File: src/rtl/sdram_bank_timer_if.sv
// Command/status bundle between an SDRAM command scheduler and the bank timer.
// Latency/backpressure: none of its own; the bank timer's ok flags gate the scheduler.
interface sdram_bank_timer_if #(
  parameter int NBANK = 4,
  parameter int RAW   = 12,
  parameter int BAW   = (NBANK > 1) ? $clog2(NBANK) : 1
);
  logic                  cmd_valid;
  logic [2:0]            cmd_type;
  logic [BAW-1:0]        cmd_ba;
  logic [RAW-1:0]        cmd_row;
  logic [NBANK-1:0]      act_ok;
  logic [NBANK-1:0]      rw_ok;
  logic [NBANK-1:0]      pre_ok;
  logic                  ref_ok;
  logic [NBANK-1:0]      bank_open;
  logic [NBANK*RAW-1:0]  open_row;
  logic                  cmd_err;

  modport master (
    output cmd_valid, cmd_type, cmd_ba, cmd_row,
    input  act_ok, rw_ok, pre_ok, ref_ok, bank_open, open_row, cmd_err
  );

  modport slave (
    input  cmd_valid, cmd_type, cmd_ba, cmd_row,
    output act_ok, rw_ok, pre_ok, ref_ok, bank_open, open_row, cmd_err
  );
endinterface

File: src/rtl/sdram_bank_timer.sv
// SDRAM bank timing tracker: ok flags are combinational from state, cmd_err is a +1 cycle pulse.
// No backpressure: illegal commands are dropped and flagged, never stalled.
module sdram_bank_timer #(
  parameter int CLK_FREQ = 133,
  parameter int NBANK    = 4,
  parameter int RAW      = 12,
  parameter int tRAS     = 37,
  parameter int tRC      = 60,
  parameter int tRCD     = 15,
  parameter int tRFC     = 66,
  parameter int tRP      = 15,
  parameter int tRRD     = 14
) (
  input  logic               clk,
  input  logic               rst_n,
  sdram_bank_timer_if.slave  bus
);

  function automatic int to_cyc(input int t_ns);
    int c;
    c = (t_ns * CLK_FREQ + 999) / 1000;
    return (c < 1) ? 1 : c;
  endfunction

  function automatic int imax(input int a, input int b);
    return (a > b) ? a : b;
  endfunction

  localparam int C_RCD = to_cyc(tRCD);
  localparam int C_RAS = to_cyc(tRAS);
  localparam int C_RC  = to_cyc(tRC);
  localparam int C_RP  = to_cyc(tRP);
  localparam int C_RRD = to_cyc(tRRD);
  localparam int C_RFC = to_cyc(tRFC);
  localparam int C_MAX = imax(imax(imax(C_RCD, C_RAS), imax(C_RC, C_RP)), imax(C_RRD, C_RFC));
  localparam int CW    = $clog2(C_MAX + 1);

  // Load value is cX-1 so the dependent command may issue exactly cX cycles later.
  localparam logic [CW-1:0] L_RCD = CW'(C_RCD - 1);
  localparam logic [CW-1:0] L_RAS = CW'(C_RAS - 1);
  localparam logic [CW-1:0] L_RC  = CW'(C_RC - 1);
  localparam logic [CW-1:0] L_RP  = CW'(C_RP - 1);
  localparam logic [CW-1:0] L_RRD = CW'(C_RRD - 1);
  localparam logic [CW-1:0] L_RFC = CW'(C_RFC - 1);

  localparam logic [2:0] CMD_ACT  = 3'd1;
  localparam logic [2:0] CMD_RD   = 3'd2;
  localparam logic [2:0] CMD_WR   = 3'd3;
  localparam logic [2:0] CMD_PRE  = 3'd4;
  localparam logic [2:0] CMD_PREA = 3'd5;
  localparam logic [2:0] CMD_REF  = 3'd6;

  function automatic logic [CW-1:0] dec(input logic [CW-1:0] v);
    return (v == '0) ? '0 : v - CW'(1);
  endfunction

  logic [NBANK-1:0][CW-1:0]  rcd_q, rcd_d, ras_q, ras_d, rc_q, rc_d, rp_q, rp_d;
  logic [CW-1:0]             rrd_q, rrd_d, rfc_q, rfc_d;
  logic [NBANK-1:0]          bank_open_q, bank_open_d;
  logic [NBANK-1:0][RAW-1:0] open_row_q, open_row_d;
  logic                      cmd_err_q, cmd_err_d;

  logic [NBANK-1:0] act_ok, rw_ok, pre_ok;
  logic             ref_ok;
  logic             legal;

  always_comb begin
    act_ok = '0;
    rw_ok  = '0;
    pre_ok = '0;
    ref_ok = (rfc_q == '0);
    for (int b = 0; b < NBANK; b++) begin
      act_ok[b] = !bank_open_q[b] && (rc_q[b] == '0) && (rp_q[b] == '0) &&
                  (rrd_q == '0) && (rfc_q == '0);
      rw_ok[b]  = bank_open_q[b] && (rcd_q[b] == '0);
      pre_ok[b] = !bank_open_q[b] || (ras_q[b] == '0);
      if (bank_open_q[b] || (rp_q[b] != '0) || (rc_q[b] != '0)) begin
        ref_ok = 1'b0;
      end
    end
  end

  always_comb begin
    legal = 1'b1;
    case (bus.cmd_type)
      CMD_ACT:         legal = act_ok[bus.cmd_ba];
      CMD_RD, CMD_WR:  legal = rw_ok[bus.cmd_ba];
      CMD_PRE:         legal = pre_ok[bus.cmd_ba];
      CMD_PREA:        legal = &pre_ok;
      CMD_REF:         legal = ref_ok;
      default:         legal = 1'b1;
    endcase
  end

  always_comb begin
    for (int b = 0; b < NBANK; b++) begin
      rcd_d[b] = dec(rcd_q[b]);
      ras_d[b] = dec(ras_q[b]);
      rc_d[b]  = dec(rc_q[b]);
      rp_d[b]  = dec(rp_q[b]);
    end
    rrd_d       = dec(rrd_q);
    rfc_d       = dec(rfc_q);
    bank_open_d = bank_open_q;
    open_row_d  = open_row_q;
    cmd_err_d   = 1'b0;

    if (bus.cmd_valid) begin
      cmd_err_d = !legal;
      if (legal) begin
        case (bus.cmd_type)
          CMD_ACT: begin
            bank_open_d[bus.cmd_ba] = 1'b1;
            open_row_d[bus.cmd_ba]  = bus.cmd_row;
            rcd_d[bus.cmd_ba]       = L_RCD;
            ras_d[bus.cmd_ba]       = L_RAS;
            rc_d[bus.cmd_ba]        = L_RC;
            rrd_d                   = L_RRD;
          end
          // PRE to a closed bank is a no-op and must not restart tRP.
          CMD_PRE: begin
            if (bank_open_q[bus.cmd_ba]) begin
              bank_open_d[bus.cmd_ba] = 1'b0;
              rp_d[bus.cmd_ba]        = L_RP;
            end
          end
          CMD_PREA: begin
            for (int b = 0; b < NBANK; b++) begin
              if (bank_open_q[b]) begin
                bank_open_d[b] = 1'b0;
                rp_d[b]        = L_RP;
              end
            end
          end
          CMD_REF: rfc_d = L_RFC;
          default: ;
        endcase
      end
    end
  end

  always_ff @(posedge clk or negedge rst_n) begin
    if (!rst_n) begin
      rcd_q       <= '0;
      ras_q       <= '0;
      rc_q        <= '0;
      rp_q        <= '0;
      rrd_q       <= '0;
      rfc_q       <= '0;
      bank_open_q <= '0;
      open_row_q  <= '0;
      cmd_err_q   <= 1'b0;
    end else begin
      rcd_q       <= rcd_d;
      ras_q       <= ras_d;
      rc_q        <= rc_d;
      rp_q        <= rp_d;
      rrd_q       <= rrd_d;
      rfc_q       <= rfc_d;
      bank_open_q <= bank_open_d;
      open_row_q  <= open_row_d;
      cmd_err_q   <= cmd_err_d;
    end
  end

  assign bus.act_ok    = act_ok;
  assign bus.rw_ok     = rw_ok;
  assign bus.pre_ok    = pre_ok;
  assign bus.ref_ok    = ref_ok;
  assign bus.bank_open = bank_open_q;
  assign bus.open_row  = open_row_q;
  assign bus.cmd_err   = cmd_err_q;

endmodule

File: src/flat_wrapper.sv
// flat-port wrapper written by rule: the top's interface ports become plain ports
module sdram_bank_timer_flat 
#(
  parameter int CLK_FREQ = 133,
  parameter int NBANK    = 4,
  parameter int RAW      = 12,
  parameter int tRAS     = 37,
  parameter int tRC      = 60,
  parameter int tRCD     = 15,
  parameter int tRFC     = 66,
  parameter int tRP      = 15,
  parameter int tRRD     = 14
)
  (clk, rst_n, bus_cmd_valid, bus_cmd_type, bus_cmd_ba, bus_cmd_row, bus_act_ok, bus_rw_ok, bus_pre_ok, bus_ref_ok, bus_bank_open, bus_open_row, bus_cmd_err);
  sdram_bank_timer_if #(.NBANK(NBANK), .RAW(RAW)) bus_i ();
  input  logic clk;
  input  logic rst_n;
  input wire logic [$bits(bus_i.cmd_valid)-1:0] bus_cmd_valid;
  input wire logic [$bits(bus_i.cmd_type)-1:0] bus_cmd_type;
  input wire logic [$bits(bus_i.cmd_ba)-1:0] bus_cmd_ba;
  input wire logic [$bits(bus_i.cmd_row)-1:0] bus_cmd_row;
  output wire logic [$bits(bus_i.act_ok)-1:0] bus_act_ok;
  output wire logic [$bits(bus_i.rw_ok)-1:0] bus_rw_ok;
  output wire logic [$bits(bus_i.pre_ok)-1:0] bus_pre_ok;
  output wire logic [$bits(bus_i.ref_ok)-1:0] bus_ref_ok;
  output wire logic [$bits(bus_i.bank_open)-1:0] bus_bank_open;
  output wire logic [$bits(bus_i.open_row)-1:0] bus_open_row;
  output wire logic [$bits(bus_i.cmd_err)-1:0] bus_cmd_err;
  assign bus_i.cmd_valid = bus_cmd_valid;
  assign bus_i.cmd_type = bus_cmd_type;
  assign bus_i.cmd_ba = bus_cmd_ba;
  assign bus_i.cmd_row = bus_cmd_row;
  assign bus_act_ok = bus_i.act_ok;
  assign bus_rw_ok = bus_i.rw_ok;
  assign bus_pre_ok = bus_i.pre_ok;
  assign bus_ref_ok = bus_i.ref_ok;
  assign bus_bank_open = bus_i.bank_open;
  assign bus_open_row = bus_i.open_row;
  assign bus_cmd_err = bus_i.cmd_err;
  sdram_bank_timer #(.CLK_FREQ(CLK_FREQ), .NBANK(NBANK), .RAW(RAW), .tRAS(tRAS), .tRC(tRC), .tRCD(tRCD), .tRFC(tRFC), .tRP(tRP), .tRRD(tRRD)) u_core (.clk(clk), .rst_n(rst_n), .bus(bus_i));
endmodule
File: config.mk
export PLATFORM = sky130hd
export DESIGN_NAME = sdram_bank_timer_flat
export DESIGN_NICKNAME = d
export VERILOG_FILES = /design/src/rtl/sdram_bank_timer_if.sv /design/src/rtl/sdram_bank_timer.sv /design/src/flat_wrapper.sv
export SDC_FILE = /design/constraint.sdc
export NUM_CORES = 1
export LEC_CHECK = 0
export CAP_MARGIN = 20
export CORE_MARGIN = 2
export CORE_UTILIZATION = 57
export DETAILED_ROUTE_END_ITERATION = 10
export HOLD_SLACK_MARGIN = 0.1
export PLACE_DENSITY = 0.83
export SYNTH_ARGS = -nofsm -noshare
export SYNTH_HDL_FRONTEND = slang
export SYNTH_SLANG_ARGS = --single-unit
File: constraint.sdc
create_clock -name clk -period 5.52 [get_ports clk]
set_input_delay 1.104 -clock clk [delete_from_list [all_inputs] [get_ports clk]]
set_output_delay 1.104 -clock clk [all_outputs]
set_load 0.02 [all_outputs]
# After elaboration in Yosys (flattened, before gate mapping)
# Index checks and enable logic that the tools add are counted.
# W data, S select, Z words.
# totals
out_inout_bits,66
word_cells,198
ff_bits,125
# classes
n_mux,64
reduce_logical,69
order_cmp,2
n_addsub,18
bitwise_logic,14
eq_ne,7
# ops
op,count
$mux W16,12
$mux W4,30
$logic_not A4 Y1,18
$sub A4 B1 Y4 const B,18
$bwmux W48,1
$and A12 B12 Y12,3
$pmux W16 S2,1
$reduce_bool A4 Y1,8
$demux W12 S2,1
$not A12 Y12,2
$logic_and A1 B1 Y1,21
$or A4 B4 Y4,4
$logic_or A1 B1 Y1,12
$mux W12,1
$or A12 B12 Y12,1
$pmux W4 S3,1
$mux W1,10
$eq A3 B3 Y1 const B,3
$and A4 B4 Y4,2
$bmux W1 S2,4
$demux W4 S2,1
$not A4 Y4,2
$reduce_and A4 Y1,2
$eq A3 B2 Y1 const B,2
10 further kinds,14

# Depth between registers and ports, before layout
# depth
depth_word,10
depth_mapped,9
depth_no_buf,7

# Worst setup path before layout
# Ideal clock, no wire load.
# synth_path
path_type,in2reg
from,in bus_cmd_ba[0]
to,reg u_core.open_row_q (netlist bit u_core.bus.open_row[44])
arrival_time_ns,3.072
n_path_buf,3
stages,8
setup_ns,0.125
required_ns,5.395
slack_ns,2.323
path_cell_list,clkbuf_1 -> mux4_2 -> nor3_2 -> nor4_2 -> or3_1 -> buf_6 -> buf_6 -> mux2_4
# synth_between
elab_chain_len,5
# synth_rtl
element,line_no,rtl
start: declaration,flat_wrapper.sv:20,input wire logic [$bits(bus_i.cmd_ba)-1:0] bus_cmd_ba;
$lt A2 B3 Y1 (implied by the code) / $ge A2 B1 Y1 (equally long branches),sdram_bank_timer.sv:114,open_row_d[bus.cmd_ba] = bus.cmd_row;
$logic_and A1 B1 Y1 (implied by the code),sdram_bank_timer.sv:114,
$mux W12 (implied by the code),sdram_bank_timer.sv:114,
$demux W12 S2,n/a,
$bwmux W48,sdram_bank_timer.sv:114,
end signal: assignment,sdram_bank_timer.sv:161,open_row_q <= open_row_d;
end: declaration,sdram_bank_timer.sv:60,"logic [NBANK-1:0][RAW-1:0] open_row_q, open_row_d;"
# Parallel ways exist; a longest one is shown, timed or not. The select of a mux whose other input is x is not followed.
# A chain may end at the register's enable or synchronous reset.

# Worst setup path after layout
# layout_path
from,in bus_cmd_type[0]
to,reg u_core.open_row_q (netlist bit u_core.bus.open_row[24])
# layout_between
elab_chain_len,4
# layout_rtl
element,line_no,rtl
start: declaration,flat_wrapper.sv:19,input wire logic [$bits(bus_i.cmd_type)-1:0] bus_cmd_type;
$eq A3 B2 Y1,sdram_bank_timer.sv:85,case (bus.cmd_type)
$reduce_or A2 Y1,sdram_bank_timer.sv:85,
$pmux W1 S5,sdram_bank_timer.sv:85,
$reduce_and A3 Y1 (no source line) *,n/a,
# Mark *: on every way between the ends. The rest lies on a longest branch, timed or not.

==> results.py <==
metrics = {
    "status": {
        "status": "complete, no violations",
    },
    "cts": {
        "cts_sinks": 125,
        "cts-buffers-inserted": 17,
        "ctsHoldBuffers": 0,
        "cts_max_level": 4,
        "cts_tree": "done",
        "cts-root-buf": "clkbuf_8",
        "cts_resized": 0,
        "clkLatencyLatePin_ns": 0.52,
        "postCtsSetupBuffers": 0,
        "clkTransAtPathRegs_ns": 0.06,
        "clockBufferDepth": 2,
    },
    "synth": {
        "synth_edf_count": 0,
        "syn_area_um2": 5350,
        "ys_seq_area_share_pct": 58.5,
        "synth_top_area_share_pct": 58.5,
        "synth_seq_cells": 125,
        "syn_nets": 493,
        "syn_avg_cell_area_um2": 11.3,
        "synth_top_area_cell": "dfrtp_1",
        "yosysWarnings": 0,
        "ys_types": 41,
        "synthArstFlopShare_pct": 100,
        "synth_ff_type": "dfrtp_1",
        "postSynthCellCount": 473,
        "yosys-top-cells-area": "dfrtp_1 59%, mux2_2 9.5%, nor3_1 3.9%",
    },
    "drt": {
        "routed-via-count": 4307,
        "ant_nets": 0,
        "first_iter_violations": 302,
        "first_pass_iters": 5,
        "wl_per_cell_um": 19.3,
        "wirelength_mm": 13.3,
        "via_per_inst": 6.23,
        "route.detailed.drc": 0,
    },
    "sta": {
        "max_slew_margin_pct": 39.8,
        "fmax_mhz": 259,
        "fin_crit_sh_pct": 70.0,
        "fin_setup_tns_ns": 0,
        "final.setup.worst_slack_ns": 1.66,
        "final_max_slew_viol_count": 0,
        "min_period_ns": 3.86,
        "skew_ns": 0.0124,
        "setup_viol": 0,
        "max_slew.worst_pin.slew_ns": 0.892,
        "rsz0062_at_grt": "false",
        "hold_viol": 0,
    },
    "floorplan": {
        "start_util_pct": 58.4,
        "die_w_um": 101,
        "dieHeight_um": 101,
        "die_area_um2": 10200,
        "ioPinCount": 86,
        "rows": 35,
        "coreArea_um2": 9150,
    },
    "grt": {
        "grt_pass1_wl_mm": 21.7,
        "antenna_found_initial": 0,
        "grt.total_usage_pct": 28.0,
        "grt.overflow.total": 0,
        "grt_max_degree": 90,
        "first_global_vias": 4460,
    },
    "critical_path": {
        "r2r_cells": 8,
        "cp_max_fo": 19,
        "cp-end-kind": "flop",
        "arrival_ns": 4.26,
        "required_ns": 5.92,
        "r2r-start": "u_core.bus.bank_open[1]$_DFFE_PN0P_",
        "criticalPathCategory": "primary input to flop",
        "startpoint_type": "primary input",
        "r2r-end": "u_core.bus.open_row[46]$_DFFE_PN0P_",
        "regToRegSetupSlack_ns": 2.15,
    },
    "worst_hold_path": {
        "min_to": "u_core.bus.open_row[38]$_DFFE_PN0P_",
        "whs_path_depth": 1,
        "hp-start": "u_core.bus.open_row[38]$_DFFE_PN0P_",
        "hold_class": "flop to flop",
    },
    "final_layout": {
        "antenna_cells": 0,
        "area_delta_synth_final_pct": 28.6,
        "multiInputGateArea_um2": 2130,
        "register_area_um2": 3130,
        "final_common_cell": "dfrtp_1",
        "drive_gt1_share_pct": 16.6,
        "nNetsFinal": 588,
        "final_cell_mix": "125 x dfrtp_1, 84 x clkdlybuf4s50_1, 45 x nor2_1, 45 x mux2_2",
        "fill_cells": 577,
    },
    "placement": {
        "io_buffer_count": 85,
        "place_worst_setup_slack_ns": 1.15,
        "hpwl_mm": 8.47,
        "gp_congestion": 0.842,
    },
    "pwr": {
        "powerDensity_nw_per_um2": 357,
        "vdd_ir_drop_max_uv": 247,
        "p_leak_nw": 3.19,
    },
    "run": {
        "cap_violations": 0,
    },
}
[worst max-delay path by stage]
stage                             start                             endpoint  slack [ns]
2_1_floorplan             bus_cmd_ba[0]  u_core.bus.open_row[44]$_DFFE_PN0P_        2.32
3_3_place_gp            bus_cmd_type[0]  u_core.bus.open_row[38]$_DFFE_PN0P_        1.28
3_5_place_dp            bus_cmd_type[0]  u_core.bus.open_row[30]$_DFFE_PN0P_        1.15
4_1_cts                 bus_cmd_type[0]  u_core.bus.open_row[30]$_DFFE_PN0P_        1.68
5_1_grt        u_core.rp_q[9]$_DFF_PN0_                           bus_ref_ok        1.52
6_report                bus_cmd_type[0]  u_core.bus.open_row[24]$_DFFE_PN0P_        1.66
[routing by layer]
| layer | up-vias | global-route usage [%] | share of wire (%) |
|---|---|---|---|
| met5 | - | 0 | 0 |
| met4 | 0 | 11.4 | 1.9 |
| met3 | 26 | 10.8 | 7.4 |
| met2 | 181 | 45.9 | 51 |
| met1 | 2157 | 33.3 | 39 |
| li1 | 1943 | - | - |
[final cells by class]
class	instances	area share (%)
clock buffers	17	6.03
inverters	5	0.273
well taps	111	2.02
repair buffers	89	13.1
multi-input cells	330	31.0
flip-flops and latches	125	45.5
clock inverters	14	2.11
[critical path, stage by stage]
cell and delay [ns]:
clkdlybuf4s50_1 0.73, inv_1 0.17, and2_1 0.19, o2111ai_1 0.10
nand4_1 0.14, nor4_2 0.42, buf_4 0.26, or2_1 0.71
mux2_2 0.42
[synth_stat cells (3+ instances only)]
cell,count
a211o_1,4
a21oi_1,24
and3_1,5
buf_2,5
clkbuf_1,5
dfrtp_1,125
inv_1,5
mux2_2,45
mux2_4,3
nand2_1,26
nand3_1,19
nand3b_1,11
nand4_1,4
nor2_1,45
nor2b_1,4
nor3_1,42
nor3_2,3
nor3b_1,7
nor4_1,3
o21ai_0,42
o22ai_1,4
o311a_1,7
o31a_1,3
o41ai_1,4
or2_2,3
or3_1,3
[power by group]
part	switching [W]	leakage [nW]	internal, W
Sequential	0.0000462	1.70	0.000979
Combinational	0.000194	1.22	0.000177
Clock	0.000419	0.266	0.000639
[cells by family (layout without fill, tap and decap cells)]
logic type | after synthesis | count (layout) | synth area share (%)
buf+inv | 18 | 125 | 1.66
compound gates | 94 | 94 | 10.8
mux | 49 | 49 | 10.7
simple gates | 187 | 187 | 18.3
flops | 125 | 125 | 58.5
[registers in the layout (all words and copies together), names as in the netlist]
| name | flops |
|---|---|
| u_core.bus.bank_open | 4 |
| u_core.bus.cmd_err | 1 |
| u_core.bus.open_row | 48 |
| u_core.ras_q | 16 |
| u_core.rc_q | 16 |
| u_core.rcd_q | 16 |
| u_core.rfc_q | 4 |
| u_core.rp_q | 16 |
| u_core.rrd_q | 4 |
[stage by stage]
stage	hold slack [ns]	area [um^2]	instances	total power, W	utilization, %
floorplan	0.457	5350	473	0.00121	-
global placement	0.474	6280	659	0.00139	68.7
detailed placement	0.493	6280	659	0.00140	68.7
CTS	0.508	6840	690	0.00247	74.8
global route	0.524	6870	691	0.00254	75.1
finish	0.505	6870	691	0.00245	75.1
Power figures use the tool's default switching activity.
